==> src/rtl/rv_pkg.sv <==
// Shared definitions for the multi-cycle RV32I sequencer: opcodes, FSM states,
// instruction classes and the mux/trap codes driven onto the datapath.
package rv_pkg;

  localparam logic [6:0] OP_R      = 7'b0110011;
  localparam logic [6:0] OP_I      = 7'b0010011;
  localparam logic [6:0] OP_LOAD   = 7'b0000011;
  localparam logic [6:0] OP_STORE  = 7'b0100011;
  localparam logic [6:0] OP_BRANCH = 7'b1100011;
  localparam logic [6:0] OP_JAL    = 7'b1101111;
  localparam logic [6:0] OP_JALR   = 7'b1100111;
  localparam logic [6:0] OP_LUI    = 7'b0110111;
  localparam logic [6:0] OP_AUIPC  = 7'b0010111;

  typedef enum logic [2:0] {
    S_FETCH  = 3'd0,
    S_DECODE = 3'd1,
    S_EXEC   = 3'd2,
    S_MEM    = 3'd3,
    S_WB     = 3'd4,
    S_TRAP   = 3'd5
  } state_e;

  typedef enum logic [3:0] {
    CL_ILLEGAL,
    CL_R,
    CL_I,
    CL_LOAD,
    CL_STORE,
    CL_BRANCH,
    CL_JAL,
    CL_JALR,
    CL_LUI,
    CL_AUIPC
  } class_e;

  localparam logic [1:0] PC_PLUS4  = 2'b00;
  localparam logic [1:0] PC_BRANCH = 2'b01;
  localparam logic [1:0] PC_JALR   = 2'b10;

  localparam logic [1:0] WB_ALU = 2'b00;
  localparam logic [1:0] WB_MEM = 2'b01;
  localparam logic [1:0] WB_PC4 = 2'b10;
  localparam logic [1:0] WB_IMM = 2'b11;

  localparam logic [1:0] TC_NONE    = 2'b00;
  localparam logic [1:0] TC_ILLEGAL = 2'b01;
  localparam logic [1:0] TC_IMEM    = 2'b10;
  localparam logic [1:0] TC_DMEM    = 2'b11;

  function automatic class_e classify(input logic [6:0] op);
    case (op)
      OP_R:      return CL_R;
      OP_I:      return CL_I;
      OP_LOAD:   return CL_LOAD;
      OP_STORE:  return CL_STORE;
      OP_BRANCH: return CL_BRANCH;
      OP_JAL:    return CL_JAL;
      OP_JALR:   return CL_JALR;
      OP_LUI:    return CL_LUI;
      OP_AUIPC:  return CL_AUIPC;
      default:   return CL_ILLEGAL;
    endcase
  endfunction

endpackage

==> src/rtl/seq_timeout_ctr.sv <==
// Wait-state watchdog: counts cycles without an acknowledge and flags the
// cycle on which a further miss would exhaust the LIMIT-cycle budget.
module seq_timeout_ctr #(
  parameter int LIMIT = 16,
  parameter int W     = $clog2(LIMIT + 1)
) (
  input  logic clk,
  input  logic rst,
  input  logic clear,
  input  logic enable,
  output logic hit
);

  localparam logic [W-1:0] LAST = W'(LIMIT - 1);

  logic [W-1:0] cnt;

  always_ff @(posedge clk) begin
    if (rst || clear) begin
      cnt <= '0;
    end else if (enable) begin
      cnt <= cnt + W'(1);
    end
  end

  // hit marks the LIMIT-th consecutive miss, so the trap lands after exactly LIMIT cycles
  assign hit = enable && (cnt == LAST);

endmodule

==> src/rtl/core_sequencer.sv <==
// Multi-cycle control FSM for the RV32I datapath: steps FETCH/DECODE/EXEC/MEM/WB,
// drives enables and muxes, counts retired instructions and traps stickily.
module core_sequencer
  import rv_pkg::*;
#(
  parameter int MEM_TIMEOUT = 16,
  parameter int CNT_W       = 32
) (
  input  logic             clk,
  input  logic             rst,
  input  logic [6:0]       opcode,
  input  logic             br_taken,
  input  logic             imem_ack,
  input  logic             dmem_ack,
  output logic             imem_req,
  output logic             dmem_req,
  output logic             dmem_we,
  output logic             ir_we,
  output logic             pc_we,
  output logic [1:0]       pc_sel,
  output logic             alu_a_sel,
  output logic             alu_b_sel,
  output logic             rf_we,
  output logic [1:0]       wb_sel,
  output logic             trap,
  output logic [1:0]       trap_cause,
  output logic [2:0]       state,
  output logic [CNT_W-1:0] instret
);

  state_e           state_q, state_d;
  logic [6:0]       opc_q;
  logic [1:0]       tc_q, tc_d;
  logic [CNT_W-1:0] instret_q;
  logic             retire;
  logic             to_hit, to_clear, to_en, in_wait;
  class_e           cls;

  assign cls = classify(opc_q);

  assign in_wait  = (state_q == S_FETCH) || (state_q == S_MEM);
  assign to_en    = ((state_q == S_FETCH) && !imem_ack) || ((state_q == S_MEM) && !dmem_ack);
  assign to_clear = !in_wait || (state_d != state_q);

  seq_timeout_ctr #(.LIMIT(MEM_TIMEOUT)) u_timeout (
    .clk    (clk),
    .rst    (rst),
    .clear  (to_clear),
    .enable (to_en),
    .hit    (to_hit)
  );

  always_ff @(posedge clk) begin
    if (rst) begin
      state_q   <= S_FETCH;
      opc_q     <= '0;
      tc_q      <= TC_NONE;
      instret_q <= '0;
    end else begin
      state_q <= state_d;
      tc_q    <= tc_d;
      if (state_q == S_DECODE) opc_q <= opcode;
      if (retire) instret_q <= instret_q + CNT_W'(1);
    end
  end

  always_comb begin
    state_d   = state_q;
    tc_d      = tc_q;
    imem_req  = 1'b0;
    dmem_req  = 1'b0;
    dmem_we   = 1'b0;
    ir_we     = 1'b0;
    pc_we     = 1'b0;
    pc_sel    = PC_PLUS4;
    alu_a_sel = 1'b0;
    alu_b_sel = 1'b0;
    rf_we     = 1'b0;
    wb_sel    = WB_ALU;
    retire    = 1'b0;

    unique case (state_q)
      S_FETCH: begin
        imem_req = 1'b1;
        if (imem_ack) begin
          ir_we   = 1'b1;
          state_d = S_DECODE;
        end else if (to_hit) begin
          state_d = S_TRAP;
          tc_d    = TC_IMEM;
        end
      end
      // The IR only becomes valid here, so classification looks at the live opcode
      S_DECODE: begin
        if (classify(opcode) == CL_ILLEGAL) begin
          state_d = S_TRAP;
          tc_d    = TC_ILLEGAL;
        end else begin
          state_d = S_EXEC;
        end
      end
      S_EXEC: begin
        alu_a_sel = (cls == CL_AUIPC);
        alu_b_sel = cls inside {CL_I, CL_LOAD, CL_STORE, CL_JALR, CL_AUIPC};
        case (cls)
          CL_BRANCH: begin
            pc_we   = 1'b1;
            pc_sel  = br_taken ? PC_BRANCH : PC_PLUS4;
            retire  = 1'b1;
            state_d = S_FETCH;
          end
          CL_LOAD, CL_STORE: state_d = S_MEM;
          default:           state_d = S_WB;
        endcase
      end
      S_MEM: begin
        dmem_req = 1'b1;
        dmem_we  = (cls == CL_STORE);
        if (dmem_ack) begin
          if (cls == CL_STORE) begin
            pc_we   = 1'b1;
            retire  = 1'b1;
            state_d = S_FETCH;
          end else begin
            state_d = S_WB;
          end
        end else if (to_hit) begin
          state_d = S_TRAP;
          tc_d    = TC_DMEM;
        end
      end
      S_WB: begin
        rf_we   = 1'b1;
        pc_we   = 1'b1;
        retire  = 1'b1;
        state_d = S_FETCH;
        case (cls)
          CL_LOAD: wb_sel = WB_MEM;
          CL_JAL: begin
            wb_sel = WB_PC4;
            pc_sel = PC_BRANCH;
          end
          CL_JALR: begin
            wb_sel = WB_PC4;
            pc_sel = PC_JALR;
          end
          CL_LUI:  wb_sel = WB_IMM;
          default: wb_sel = WB_ALU;
        endcase
      end
      default: state_d = S_TRAP;
    endcase

    // Reset drops any pending request in the same cycle it is asserted
    if (rst) begin
      imem_req  = 1'b0;
      dmem_req  = 1'b0;
      dmem_we   = 1'b0;
      ir_we     = 1'b0;
      pc_we     = 1'b0;
      pc_sel    = PC_PLUS4;
      alu_a_sel = 1'b0;
      alu_b_sel = 1'b0;
      rf_we     = 1'b0;
      wb_sel    = WB_ALU;
      retire    = 1'b0;
    end
  end

  assign state      = rst ? S_FETCH : state_q;
  assign trap       = !rst && (state_q == S_TRAP);
  assign trap_cause = rst ? TC_NONE : tc_q;
  assign instret    = rst ? '0 : instret_q;

endmodule

==> config.mk <==
export PLATFORM = sky130hd
export DESIGN_NAME = core_sequencer
export DESIGN_NICKNAME = d
export VERILOG_FILES = /design/src/rtl/rv_pkg.sv /design/src/rtl/seq_timeout_ctr.sv /design/src/rtl/core_sequencer.sv
export SDC_FILE = /design/constraint.sdc
export NUM_CORES = 1
export LEC_CHECK = 0
export BUFFER_PORTS_ARGS = -buffer_cell sky130_fd_sc_hd__buf_2
export CAP_MARGIN = 20
export CORE_AREA = 2 2 77 79
export CTS_CLUSTER_DIAMETER = 150
export CTS_CLUSTER_SIZE = 14
export DETAILED_ROUTE_END_ITERATION = 7
export DIE_AREA = 0 0 79 81
export PLACE_DENSITY = 0.87
export SYNTH_ARGS = -nofsm -noshare
export SYNTH_HDL_FRONTEND = slang
export SYNTH_SLANG_ARGS = --single-unit
==> constraint.sdc <==
create_clock -name clk -period 2.5 [get_ports clk]
set_input_delay 0 -clock clk [delete_from_list [all_inputs] [get_ports clk]]
set_output_delay 0 -clock clk [all_outputs]
set_load 0.005 [all_outputs]
==> flow_summary.toml <==
[outcome]
status = "finished, final reports clean"

[cells_and_area]
utilization_pct = 63.5
stdcell_area_um2 = 3600
ratio_of_cells_with_drive_above_1_in_the_final_layout_pct = 23.3
design.final.nets = 477
num_antenna_cells = 0
area_growth_syn_to_layout_pct = 20.4

[worst_hold_path]
worst_hold_path_type = "in -> reg"

[place]
place.gp.congestion = 0.869
place_ws_ns = 0.104
port-buffer-count = 61
placed_area_um2 = 3430
place_hpwl_um = 5280

[synth]
synth_enable_flop_cells = 0
synth_top_area_cell = "dfxtp_1"
netlist-cell-type-count = 55
post_synthesis_register_bit_count = 49
syn_inst = 392
synth.cell_area_um2 = 2990
synthArstFlopShare_pct = 0
synth.yosys.seq_area_share_pct = 32.8
synthDominantCellAreaShare_pct = 32.8
yosys_most_used_dff = "dfxtp_1"
yosys_warning_count = 0
avg_cell_area_syn_um2 = 7.63
syn_nets = 407
post_synth_main_area_contributors = "dfxtp_1 33%, nor2b_1 7.3%, nor2_1 5.3%"

[setup_path]
path_cells = "or3b_1 -> o211ai_1 -> o31ai_4 -> buf_4 -> mux2i_1 -> nor2_1"
worst_ep_arrival_time_ns = 2.53
critical_path.endpoint_type = "register"
slowest_stage = "o31ai_4"
critical_path.max_fanout = 23
critical_path.startpoint_type = "register"
cp_class = "reg -> reg"
critical_path_rt_ns = 2.70
critical-path-max-stage-delay_ns = 0.73

[drt]
wirelength_um = 7220
drt-wirelength-per-cell_um = 13.4
avgViaCountPerCell = 5.66
drc = 0
first_iter_violations = 132
route.antenna.remaining_nets = 0
drt_pass1_iterations = 4
vias = 3044

[global_route]
gr-usage-all-layers_pct = 22.7
antenna_violations_before_repair = 0
number_of_global_route_vias_before_repair = 2659
grt_first_pass_wirelength_um = 11800
grt_overflow = 0
pin_count_of_the_biggest_net_entering_global_routing = 36

[sta]
final-hold-violation-count = 0
finalSetupViolCount = 0
period_share_pct = 92.9
worst_slew_margin_rel_pct = 45.8
totalNegativeSetupSlack_ns = 0
finalMaxSlewViolations = 0
postLayoutSetupSlackWorst_ns = 0.178
rsz_0062_raised_after_global_routing = "true"
timing.final.crit_period_ns = 2.32
clock.fmax_mhz = 431
measured_slew_at_the_worst_slew_check_pin_ns = 0.814
clock_skew_ns = 0.00842

[floorplan]
fp-row-count = 28
boundaryPins = 62
floorplan.core_area_um2 = 5680
initial_core_util_pct = 52.7
die_h_um = 81
die_area_um2 = 6400
dieWidth_um = 79

[cts]
clock_sinks = 49
htreeDepth = 2
cts_root_buf = "clkbuf_8"
ctsLongestPathBuffers = 2
cts.clk_slew.worst_paths_ns = 0.09
cts_tree = "yes"
clk-insertion-delay-late_ns = 0.30
tritoncts.num_buffers = 5

[power]
vdd_ir_drop_max_mv = 0.392
leakage_uw = 0.00146
pwr_density_cell_nw_per_um2 = 426
power.total_uw = 1540

[run]
drv.max_cap_violation_count = 0
## registers in the layout, indices dropped and copies added (netlist names)
| name | count |
|---|---|
| state_q | 3 |
| u_timeout.cnt | 5 |
| opc_q | 7 |
| tc_q | 2 |
| instret_q | 32 |
## per-layer routing
layer / share of wire (%) / wire [µm] / global-route usage [%]
met1: 44 / 3200 / 28.6
met2: 49 / 3570 / 39.9
met3: 4.8 / 348 / 3.78
met4: 1.4 / 99 / 7.24
met5: 0 / 0 / 0
## timing repair
item | CTS | global route
endpoints found under the hold margin | 7 | 0
gates resized for setup | 0 | 2
hold buffers | 7 | 0
setup endpoints to repair | 0 | 6
buffers inserted | 0 | 0
## cell families (layout without fill, tap and decap cells)
| logic type | Yosys count | after routing | share of synthesized area, % |
|---|---|---|---|
| DFF | 49 | 49 | 32.8 |
| AOI/OAI and AO/OA | 72 | 72 | 15.8 |
| adders and majority gates | 3 | 3 | 1.25 |
| muxes | 14 | 14 | 5.18 |
| xor gates and xnor gates | 7 | 7 | 2.05 |
| and+or+nand+nor | 210 | 210 | 37.9 |
| buffers and inverters | 37 | 108 | 5.06 |
## critical path: cells and delay by family, from the launching register on
family,cells,cell delay [ns]
muxes,1,0.18
buffers and inverters,1,0.27
AOI/OAI and AO/OA,2,0.97
DFF,1,0.50
and+or+nand+nor,2,0.29
## stage by stage
step	hold slack [ns]	instances
floorplan	0.0420	392
global placement	0.257	523
detailed placement	0.258	523
CTS	0.139	538
global route	0.174	538
finish	0.152	538
## final timing paths
path	start	to	slack (ns)	cells after the start
worst max-delay path	state_q[0]	instret_q[1]	0.18	6
worst min-delay path	imem_ack	tc_q[1]	0.15	5
worst max register to register	state_q[0]	instret_q[1]	0.18	6
worst min register to register	tc_q[1]	tc_q[1]	0.45	2
## final cells by class
type / count / area (µm²)
clock buffers: 6 / 72.6
flip-flops and latches: 49 / 981
repair buffers: 87 / 518
fillers: 498 / 2070
well taps: 75 / 93.8
clock inverters: 2 / 13.8
inverters: 13 / 48.8
multi-input cells: 306 / 1880
## cells in the final DEF, fill, tap and decap left out, drive strengths merged, types with 8 or more instances in the layout
cell type | Yosys | final
nor2b | 35 | 35
nand3 | 13 | 13
nand2 | 40 | 40
buf | 12 | 80
o21ai | 18 | 18
nand4 | 16 | 16
or4 | 8 | 8
or3 | 9 | 9
dfxtp | 49 | 49
nor3 | 11 | 11
a21oi | 29 | 29
inv | 13 | 14
nor2 | 42 | 42
mux2 | 12 | 12
## where the power goes
group          total, µW  switching (µW)  internal [µW]  leakage [µW]
sequential           821            23.1            798      0.000396
clock                469             269            200     0.0000456
combinational        247             146            102       0.00102
total               1540             437           1100       0.00146
## synthesized netlist by cell type, types with 3 or more instances
library cell and n:
a21oi_1 29, and2_1 3, and3_1 5, buf_1 4, buf_2 7, clkbuf_1 12
dfxtp_1 49, ha_1 3, inv_1 13, mux2_2 12, nand2_1 40, nand2b_1 4
nand3_1 13, nand3b_1 5, nand4_1 15, nor2_1 42, nor2b_1 35, nor3_1 11
nor3b_1 4, nor4_1 6, o21ai_0 18, o31ai_1 5, or3_1 9, or4_1 8
xor2_1 5
Note: power is estimated with default switching activity, not from simulation.
